`src/rtl/bkm_steps_ctrl.sv`:
```
// rtl/bkm_steps_ctrl.sv - BKM step sequencer: IDLE/LOAD/RUN/DONE control for the step datapath
//
// Purpose: sequences one BKM operation. It pulses load once, then asserts
// step_en for N_ITER enabled cycles with the step index n counting
// 0..N_ITER-1. It then holds out_valid until out_ready is seen.
// Optional feature macro: BKM_STEPS_CTRL_OPCNT_EN. When it is defined,
// op_count counts completed handshakes and saturates at 16'hFFFF. When it
// is undefined, op_count is tied to 0.
//
// Ports:
//   clk        - clock, all state on rising edge
//   arst       - asynchronous active-high reset
//   srst       - synchronous active-high reset, independent of enable
//   enable     - global clock-enable; 0 freezes all state
//   start      - request new operation (IDLE only)
//   abort      - cancel operation in LOAD/RUN
//   mode_in    - operation mode (E/L)
//   format_in  - number format
//   out_ready  - consumer accepts result
//   ready      - controller idle, start accepted
//   load       - step registers load initial X/Y/u/v
//   step_en    - step registers capture next iterate
//   n          - current step index
//   mode       - mode latched at start
//   format     - format latched at start
//   busy       - LOAD or RUN
//   out_valid  - result final and stable
//   op_count   - completed-operation counter
module bkm_steps_ctrl #(
  parameter int LOG2N  = 6,
  parameter int N_ITER = 32
) (
  input  logic             clk,
  input  logic             arst,
  input  logic             srst,
  input  logic             enable,
  input  logic             start,
  input  logic             abort,
  input  logic             mode_in,
  input  logic [1:0]       format_in,
  input  logic             out_ready,
  output logic             ready,
  output logic             load,
  output logic             step_en,
  output logic [LOG2N-1:0] n,
  output logic             mode,
  output logic [1:0]       format,
  output logic             busy,
  output logic             out_valid,
  output logic [15:0]      op_count
);

  typedef enum logic [1:0] {
    S_IDLE = 2'd0,
    S_LOAD = 2'd1,
    S_RUN  = 2'd2,
    S_DONE = 2'd3
  } state_t;

  localparam logic [LOG2N-1:0] N_LAST = LOG2N'(N_ITER - 1);

  state_t           state_q, state_d;
  logic [LOG2N-1:0] n_q, n_d;
  logic             mode_q, mode_d;
  logic [1:0]       format_q, format_d;

  always_ff @(posedge clk or posedge arst) begin
    if (arst) begin
      state_q  <= S_IDLE;
      n_q      <= '0;
      mode_q   <= 1'b0;
      format_q <= 2'b00;
    end else if (srst) begin
      state_q  <= S_IDLE;
      n_q      <= '0;
      mode_q   <= 1'b0;
      format_q <= 2'b00;
    end else if (enable) begin
      state_q  <= state_d;
      n_q      <= n_d;
      mode_q   <= mode_d;
      format_q <= format_d;
    end
  end

  always_comb begin
    state_d   = state_q;
    n_d       = n_q;
    mode_d    = mode_q;
    format_d  = format_q;
    ready     = 1'b0;
    load      = 1'b0;
    step_en   = 1'b0;
    busy      = 1'b0;
    out_valid = 1'b0;
    case (state_q)
      S_IDLE: begin
        ready = 1'b1;
        if (start) begin
          mode_d   = mode_in;
          format_d = format_in;
          n_d      = '0;
          state_d  = S_LOAD;
        end
      end
      S_LOAD: begin
        busy    = 1'b1;
        load    = enable;
        n_d     = '0;
        state_d = abort ? S_IDLE : S_RUN;
      end
      S_RUN: begin
        busy    = 1'b1;
        step_en = enable;
        // Abort takes priority over the final step, so no DONE is produced.
        if (abort) begin
          n_d     = '0;
          state_d = S_IDLE;
        end else if (n_q == N_LAST) begin
          n_d     = '0;
          state_d = S_DONE;
        end else begin
          n_d = n_q + LOG2N'(1);
        end
      end
      S_DONE: begin
        out_valid = 1'b1;
        if (out_ready) state_d = S_IDLE;
      end
      default: state_d = S_IDLE;
    endcase
  end

  assign n      = n_q;
  assign mode   = mode_q;
  assign format = format_q;

`ifdef BKM_STEPS_CTRL_OPCNT_EN
  logic [15:0] op_count_q;
  logic        done_ack;

  assign done_ack = (state_q == S_DONE) && out_ready && enable;

  always_ff @(posedge clk or posedge arst) begin
    if (arst) begin
      op_count_q <= '0;
    end else if (srst) begin
      op_count_q <= '0;
    end else if (done_ack && (op_count_q != 16'hFFFF)) begin
      op_count_q <= op_count_q + 16'd1;
    end
  end

  assign op_count = op_count_q;
`else
  assign op_count = 16'd0;
`endif

endmodule

```
`config.mk`:
```
export PLATFORM = sky130hd
export DESIGN_NAME = bkm_steps_ctrl
export DESIGN_NICKNAME = d
export VERILOG_FILES = /design/src/rtl/bkm_steps_ctrl.sv
export SDC_FILE = /design/constraint.sdc
export NUM_CORES = 1
export LEC_CHECK = 0
export BUFFER_PORTS_ARGS = -buffer_cell sky130_fd_sc_hd__buf_2
export CORE_MARGIN = 1.5
export CORE_UTILIZATION = 40
export CTS_CLUSTER_SIZE = 30
export DETAILED_ROUTE_END_ITERATION = 7
export PLACE_DENSITY = 0.71
export SYNTH_ARGS = -nofsm -noshare
export SYNTH_HDL_FRONTEND = slang
export SYNTH_SLANG_ARGS = --single-unit
```
`constraint.sdc`:
```
create_clock -name clk -period 4.5 [get_ports clk]
set_input_delay 0.225 -clock clk [delete_from_list [all_inputs] [get_ports clk]]
set_output_delay 0.225 -clock clk [all_outputs]
set_load 0.005 [all_outputs]
```
==> qor.csv, run 1 <==
metric;value;unit
status;finished clean;
aggregate global-route resource usage;14.0;%
wire length per cell;11.5;um
warnings from Yosys;0;
final-layout fill cell count;222;
pwr/cell area;215;nW/um^2
Critical Path Max Stage Delay;0.39;ns
final cell count without fillers;140;
pin count of the biggest net entering global routing;12;
number of antenna violations at the first check in global routing;0;
Routed WL;1.62;mm
Post-Syn Area per Cell;9.65;um^2
clock slew at the register clock pins of the worst setup and hold paths;0.07;ns
final period utilization;37.7;%
deepest clock path buffer count;2;
VDD IR-drop max;0.169;mV
total standard cell area after synthesis;840;um^2
CP bufs+invs;1;
Die X-Extent;48.8;um
most common cell in the netlist;sky130_fd_sc_hd__buf_4;
commonest register cell after synthesis;sky130_fd_sc_hd__dfrtp_1;
highest-delay cell along the critical path;sky130_fd_sc_hd__or3_4;
count of unresolved DRC violations after routing;0;
count of input and output buffers;23;
number of synthesized register bits;11;
total placed cells including tap cells;135;
Final GP Congestion;0.826;
starting utilization of the core area;42.8;%
most used routing layer in global routing;met2;
top cell type by total area after synthesis;sky130_fd_sc_hd__dfrtp_1;
Sequential Power Share;50.1;%
CTS H-tree lvls;1;
setup repair after global routing missed its margin;no;
floorplan row count;16;
via count of the first global-routing pass;589;
largest cells by area after synthesis;sky130_fd_sc_hd__dfrtp_1, sky130_fd_sc_hd__buf_4, sky130_fd_sc_hd__ha_1, sky130_fd_sc_hd__o21ai_0, sky130_fd_sc_hd__mux2i_1;
ys async rst share;100;%
Skew-Pair Late Insertion Delay;0.27;ns
largest fanout on the critical path;8;
Gate power share;17.1;%
cell count after synthesis;87;
TritonCTS clock tree;yes;
max capacitance violation total;0;
total count of max-transition violations in the final report;0;
fraction of synthesized cell area taken by the top area cell type;32.8;%
kind of cell adding the most delay to the critical path;compound AO/OA/AOI/OAI gates;
Fin. Hold Viols;0;
leakage power;0.514;nW
Via Count;655;
Layout area overhead;13.1;%
critical path start-end classification;reg -> reg;
final critical-path setup slack;2.80;ns
height of the chip;48.8;um
area of combinational cells with multiple inputs;478;um^2
detailed-routing iteration count for the pre-antenna-repair pass;2;
met3 Use GR;4.91;%
WP data required;4.66;ns
upper clock frequency limit;589;MHz
skew final;0.00652;ns
share of cells above drive strength 1;31.9;%
top-level port count;40;
library cells used by synthesis;33;
final HPWL from detailed placement;1.32;mm
Final #Nets;129;
critical path, cell by cell;inv_1 > ha_1 > or3_4 > a31oi_4 > o21ai_0 > o41ai_2;
number of synthesized flops with an enable pin;0;
starting DRC count in detailed routing;4;
number of nets with antenna violations after routing;0;
Floorplan Core Area;1960;um^2
Antenna Cells;0;
met1 GRT Util;16.5;%
overflow left after global routing;0;
# setup viols final;0;
clock network fraction of total power;32.8;%
Place WS;2.80;ns
setup total negative slack;0;ns
average vias per placed instance;4.68;
kind of start point of the critical path;flop;
Int Power;0.150;mW
switching part of the total power;26.7;%
Hold Crit Class;in -> reg;
area taken by flip-flops and latches;275;um^2
number of clock buffers inserted by TritonCTS;3;
global routing usage on met2;24.4;%
Period minus WS final;1.70;ns
Die Area;2380;um^2
CTS Sinks;11;
cell types with the highest counts after synthesis;sky130_fd_sc_hd__buf_4, sky130_fd_sc_hd__dfrtp_1, sky130_fd_sc_hd__o21ai_0, sky130_fd_sc_hd__nor2_1;
crit path DAT;1.86;ns
power spent charging and discharging nets;0.0546;mW
Finished Core Util;48.4;%
category of the worst setup path capture point;flop;
sequential fraction of the synthesis area;32.8;%
first-pass GRT wire length;2.62;mm
clk root buf;sky130_fd_sc_hd__clkbuf_4;
[cells in the final DEF, fill, tap and decap left out, drive strengths merged]
cell type and instances:
buf 23, conb 16, dfrtp 11, o21ai 8
nor2 6, nand2 5, ha 5, nand3 4
clkbuf 4, nand2b 3, inv 3, mux2i 3
and2 3, nor3 3, nor3b 1, or3 1
a31oi 1, o31ai 1, nand3b 1, and3 1
and3b 1, a221oi 1, a21o 1, nand4 1
a211o 1, o21a 1, o41ai 1, mux2 1
a32o 1, dlygate4sd3 1
[metal layers]
metal  wire, um  share of wire [%]
met4          0                  0
met5          0                  0
met2        852                 53
met3         80                5.0
met1        683                 42
[power by group through the flow]
stage,Clock (mW),Combinational (mW),Sequential (mW)
floorplan,0,0.0332,0.104
global placement,0,0.0336,0.104
detailed placement,0,0.0345,0.104
CTS,0.0694,0.0353,0.102
global route,0.0745,0.0392,0.103
finish,0.0669,0.0350,0.102
[flip-flops by register name (all words and copies together), names as in the netlist]
name and cells:
state_q 2, mode 1, format 2, n 6
[path summary, 6_finish.rpt]
path	start	end	slack [ns]	cells past startpoint
max	state_q[0]	n[5]	2.80	6
min	format_in[0]	format[0]	0.20	3
max reg2reg	state_q[0]	n[5]	2.80	6
min reg2reg	n[4]	n[4]	0.52	1
max in group asynchronous	arst	state_q[0]	3.72	3
min in group asynchronous	arst	n[0]	0.49	3
[cell type report]
class / instances / area share (%)
clock buffer: 4 / 2.77
inverter: 3 / 1.19
multi-input combinational: 71 / 50.3
sequential: 11 / 29.0
tap: 27 / 3.56
timing repair buffer: 24 / 13.2
[cells by family (layout without fill, tap and decap cells)]
group / after synthesis / after routing / synth area share, %
AND/OR/NAND/NOR: 30 / 30 / 22.1
buffers and inverters: 20 / 31 / 17.0
AO/OA/AOI/OAI: 16 / 16 / 15.4
flip-flops: 11 / 11 / 32.8
adder cells (fa/ha/maj): 5 / 5 / 7.45
multiplexers: 4 / 4 / 4.92
other: 1 / 16 / 0.447
[tightest hold or removal path: cells and delay by family]
kind	cells	cell delay, ns
buffers and inverters	1	0.07
muxes	1	0.05
and+or+nand+nor	1	0.07
[what timing repair did]
action,CTS,global route
setup buffers,0,0
endpoints found under the hold margin,11,0
hold buffers,1,0
gates resized for setup,0,0
[per-stage QoR]
stage          hold WS (ns)  power [mW]  area [um^2]
5_1_grt               0.208       0.216          950
3_5_place_dp          0.244       0.139          913
3_3_place_gp          0.243       0.138          913
2_1_floorplan        0.0774       0.137          896
4_1_cts               0.192       0.207          950
6_report              0.199       0.204          950
(Power assumes the default switching activity.)
==> run 2: changes to the inputs <==
Settings changed: PLACE_DENSITY 0.71 to 0.73.
Clock period 4.5 ns to 1.4 ns, I/O delays scaled along.
==> run 2 against run 1 <==
  * The run now ends with setup timing left
  * Worst setup slack worse by 3.1 ns
  * Power grew to 3.3 times the previous value
  * Sequential cell count did not move
  * Fmax grew 0.99%
  * Combinational power rose to 4.0 times the previous value
  * Die area did not move
  * Global-route usage increased by 0.66 points
  * Cell count rose by 7.1%
  * Register-to-register slack worse by 3.1 ns
  * Wire length grew 7.8%
  * Via count up 10%
  * Cell area increased by 16%
  * Critical endpoint is now n[0]
  * Highest routed layer is now met4
==> qor.csv, run 2 (synthesis gave the netlist of run 1 again) <==
metric;value;unit;change
status;finished, violations left;;was finished clean
violations in the final reports;setup timing;;
most frequent standard cell in the layout excluding fill and tap cells;sky130_fd_sc_hd__buf_2;;unchanged
total count of max-transition violations in the final report;0;;unchanged
most used routing layer in global routing;met2;;unchanged
count of unresolved DRC violations after routing;0;;unchanged
average vias per placed instance;4.81;;was 4.68
floorplan row count;16;;unchanged
starting utilization of the core area;42.8;%;unchanged
upper clock frequency limit;595;MHz;was 589 MHz
top-level port count;40;;unchanged
Layout area overhead;30.8;%;was 13.1%
met3 Use GR;1.53;%;was 4.91%
Period minus WS final;1.68;ns;was 1.70 ns
WP data required;1.55;ns;was 4.66 ns
final non-filler cell area;1100;um^2;was 950 um^2
pwr/cell area;613;nW/um^2;was 215 nW/um^2
Finished Core Util;56.0;%;was 48.4%
deepest clock path buffer count;2;;unchanged
Floorplan Core Area;1960;um^2;unchanged
detailed-routing iteration count for the pre-antenna-repair pass;4;;was 2
aggregate global-route resource usage;14.6;%;was 14.0%
total power of the final layout;0.674;mW;was 0.204 mW
critical path start-end classification;reg -> reg;;unchanged
category of the worst setup path capture point;flop;;unchanged
count of input and output buffers;23;;unchanged
leakage power;0.568;nW;was 0.514 nW
kind of start point of the critical path;flop;;unchanged
tightest hold margin;0.0544;ns;was 0.199 ns
setup repair after global routing missed its margin;yes;;was no
number of nets with antenna violations after routing;0;;unchanged
largest fanout on the critical path;8;;unchanged
final critical-path setup slack;-0.281;ns;was 2.80 ns
CTS H-tree lvls;1;;unchanged
CTS Sinks;11;;unchanged
Antenna Cells;0;;unchanged
pin count of the biggest net entering global routing;12;;unchanged
Die X-Extent;48.8;um;unchanged
skew final;0.00424;ns;was 0.00652 ns
# setup viols final;8;;was 0
Hold Crit Class;in -> reg;;unchanged
Fin. Hold Viols;0;;unchanged
via count of the first global-routing pass;640;;was 589
max capacitance violation total;0;;unchanged
first-pass GRT wire length;2.72;mm;was 2.62 mm
Final GP Congestion;0.746;;was 0.826
overflow left after global routing;0;;unchanged
Skew-Pair Late Insertion Delay;0.26;ns;was 0.27 ns
number of antenna violations at the first check in global routing;0;;unchanged
highest-count cells in the layout ignoring fill and taps;sky130_fd_sc_hd__buf_2, sky130_fd_sc_hd__conb_1, sky130_fd_sc_hd__dfrtp_1;;unchanged
starting DRC count in detailed routing;7;;was 4
Routed WL;1.74;mm;was 1.62 mm
VDD IR-drop max;0.529;mV;was 0.169 mV
number of clock buffers inserted by TritonCTS;3;;unchanged
number of flip-flops in the largest register;6;;unchanged
crit path DAT;1.84;ns;was 1.86 ns
clock slew at the register clock pins of the worst setup and hold paths;0.06;ns;was 0.07 ns
wire length per cell;11.6;um;was 11.5 um
final period utilization;120;%;was 37.7%
Via Count;721;;was 655
met1 GRT Util;17.4;%;was 16.5%
clk root buf;sky130_fd_sc_hd__clkbuf_4;;unchanged
Final #Nets;139;;was 129
share of cells above drive strength 1;46.3;%;was 31.9%
global routing usage on met2;26.0;%;was 24.4%
final HPWL from detailed placement;1.33;mm;was 1.32 mm
Die Area;2380;um^2;unchanged
height of the chip;48.8;um;unchanged
placed cell areas;993;um^2;was 913 um^2
TritonCTS clock tree;yes;;unchanged
run 2: repair_timing:
| item | in CTS | in global routing |
|---|---|---|
| endpoints found under the setup margin | 8 | 9 |
| hold buffers | 1 | 0 |
| buffers inserted | 1 | 1 |
| cloned | 0 | 0 |
| pin swaps | 2 | 3 |
| resized for setup | 3 | 14 |
| endpoints found under the hold margin | 11 | 0 |
run 2: area by class of cell:
type | instances | area [um^2]
clock buffer | 4 | 26.3
timing repair buffer | 34 | 208
fill | 192 | 863
multi-input combinational | 71 | 537
sequential | 11 | 278
inverter | 3 | 16.3
tap | 27 | 33.8
run 2: worst paths after layout:
| check | from | to | slack [ns] | cells past startpoint |
|---|---|---|---|---|
| worst max-delay path | state_q[1] | n[0] | -0.28 | 6 |
| worst min-delay path | format_in[1] | format[1] | 0.05 | 3 |
| max in group asynchronous | arst | state_q[1] | 0.76 | 3 |
| min in group asynchronous | arst | mode | 0.33 | 3 |
| worst max register to register | state_q[1] | n[0] | -0.28 | 6 |
| worst min register to register | mode | mode | 0.53 | 2 |
run 2: critical path, stage by stage (launching register included):
cell	delay, ns
sky130_fd_sc_hd__dfrtp_2	0.43
sky130_fd_sc_hd__inv_4	0.06
sky130_fd_sc_hd__ha_4	0.16
sky130_fd_sc_hd__or3_4	0.39
sky130_fd_sc_hd__a31oi_4	0.30
sky130_fd_sc_hd__nor3_2	0.08
sky130_fd_sc_hd__a21o_1	0.15
run 2: routing by layer:
layer,part of all wire (%),routed length (um)
met5,0,0
met4,0.92,16
met3,3.8,67
met2,50,873
met1,45,784
run 2: through the flow:
stage	worst slack (ns)	TNS, ns	instances
floorplan	-0.128	-0.400	102
global placement	-0.190	-1.11	143
detailed placement	-0.235	-1.34	143
CTS	-0.226	-1.23	149
global route	-0.338	-2.19	150
finish	-0.281	-1.58	150
run 2: report_power, final:
group / leakage, nW / internal, mW / total [mW] / switching (mW)
Combinational: 0.404 / 0.0634 / 0.139 / 0.0754
Clock: 0.0150 / 0.110 / 0.202 / 0.0922
Sequential: 0.149 / 0.325 / 0.333 / 0.00738
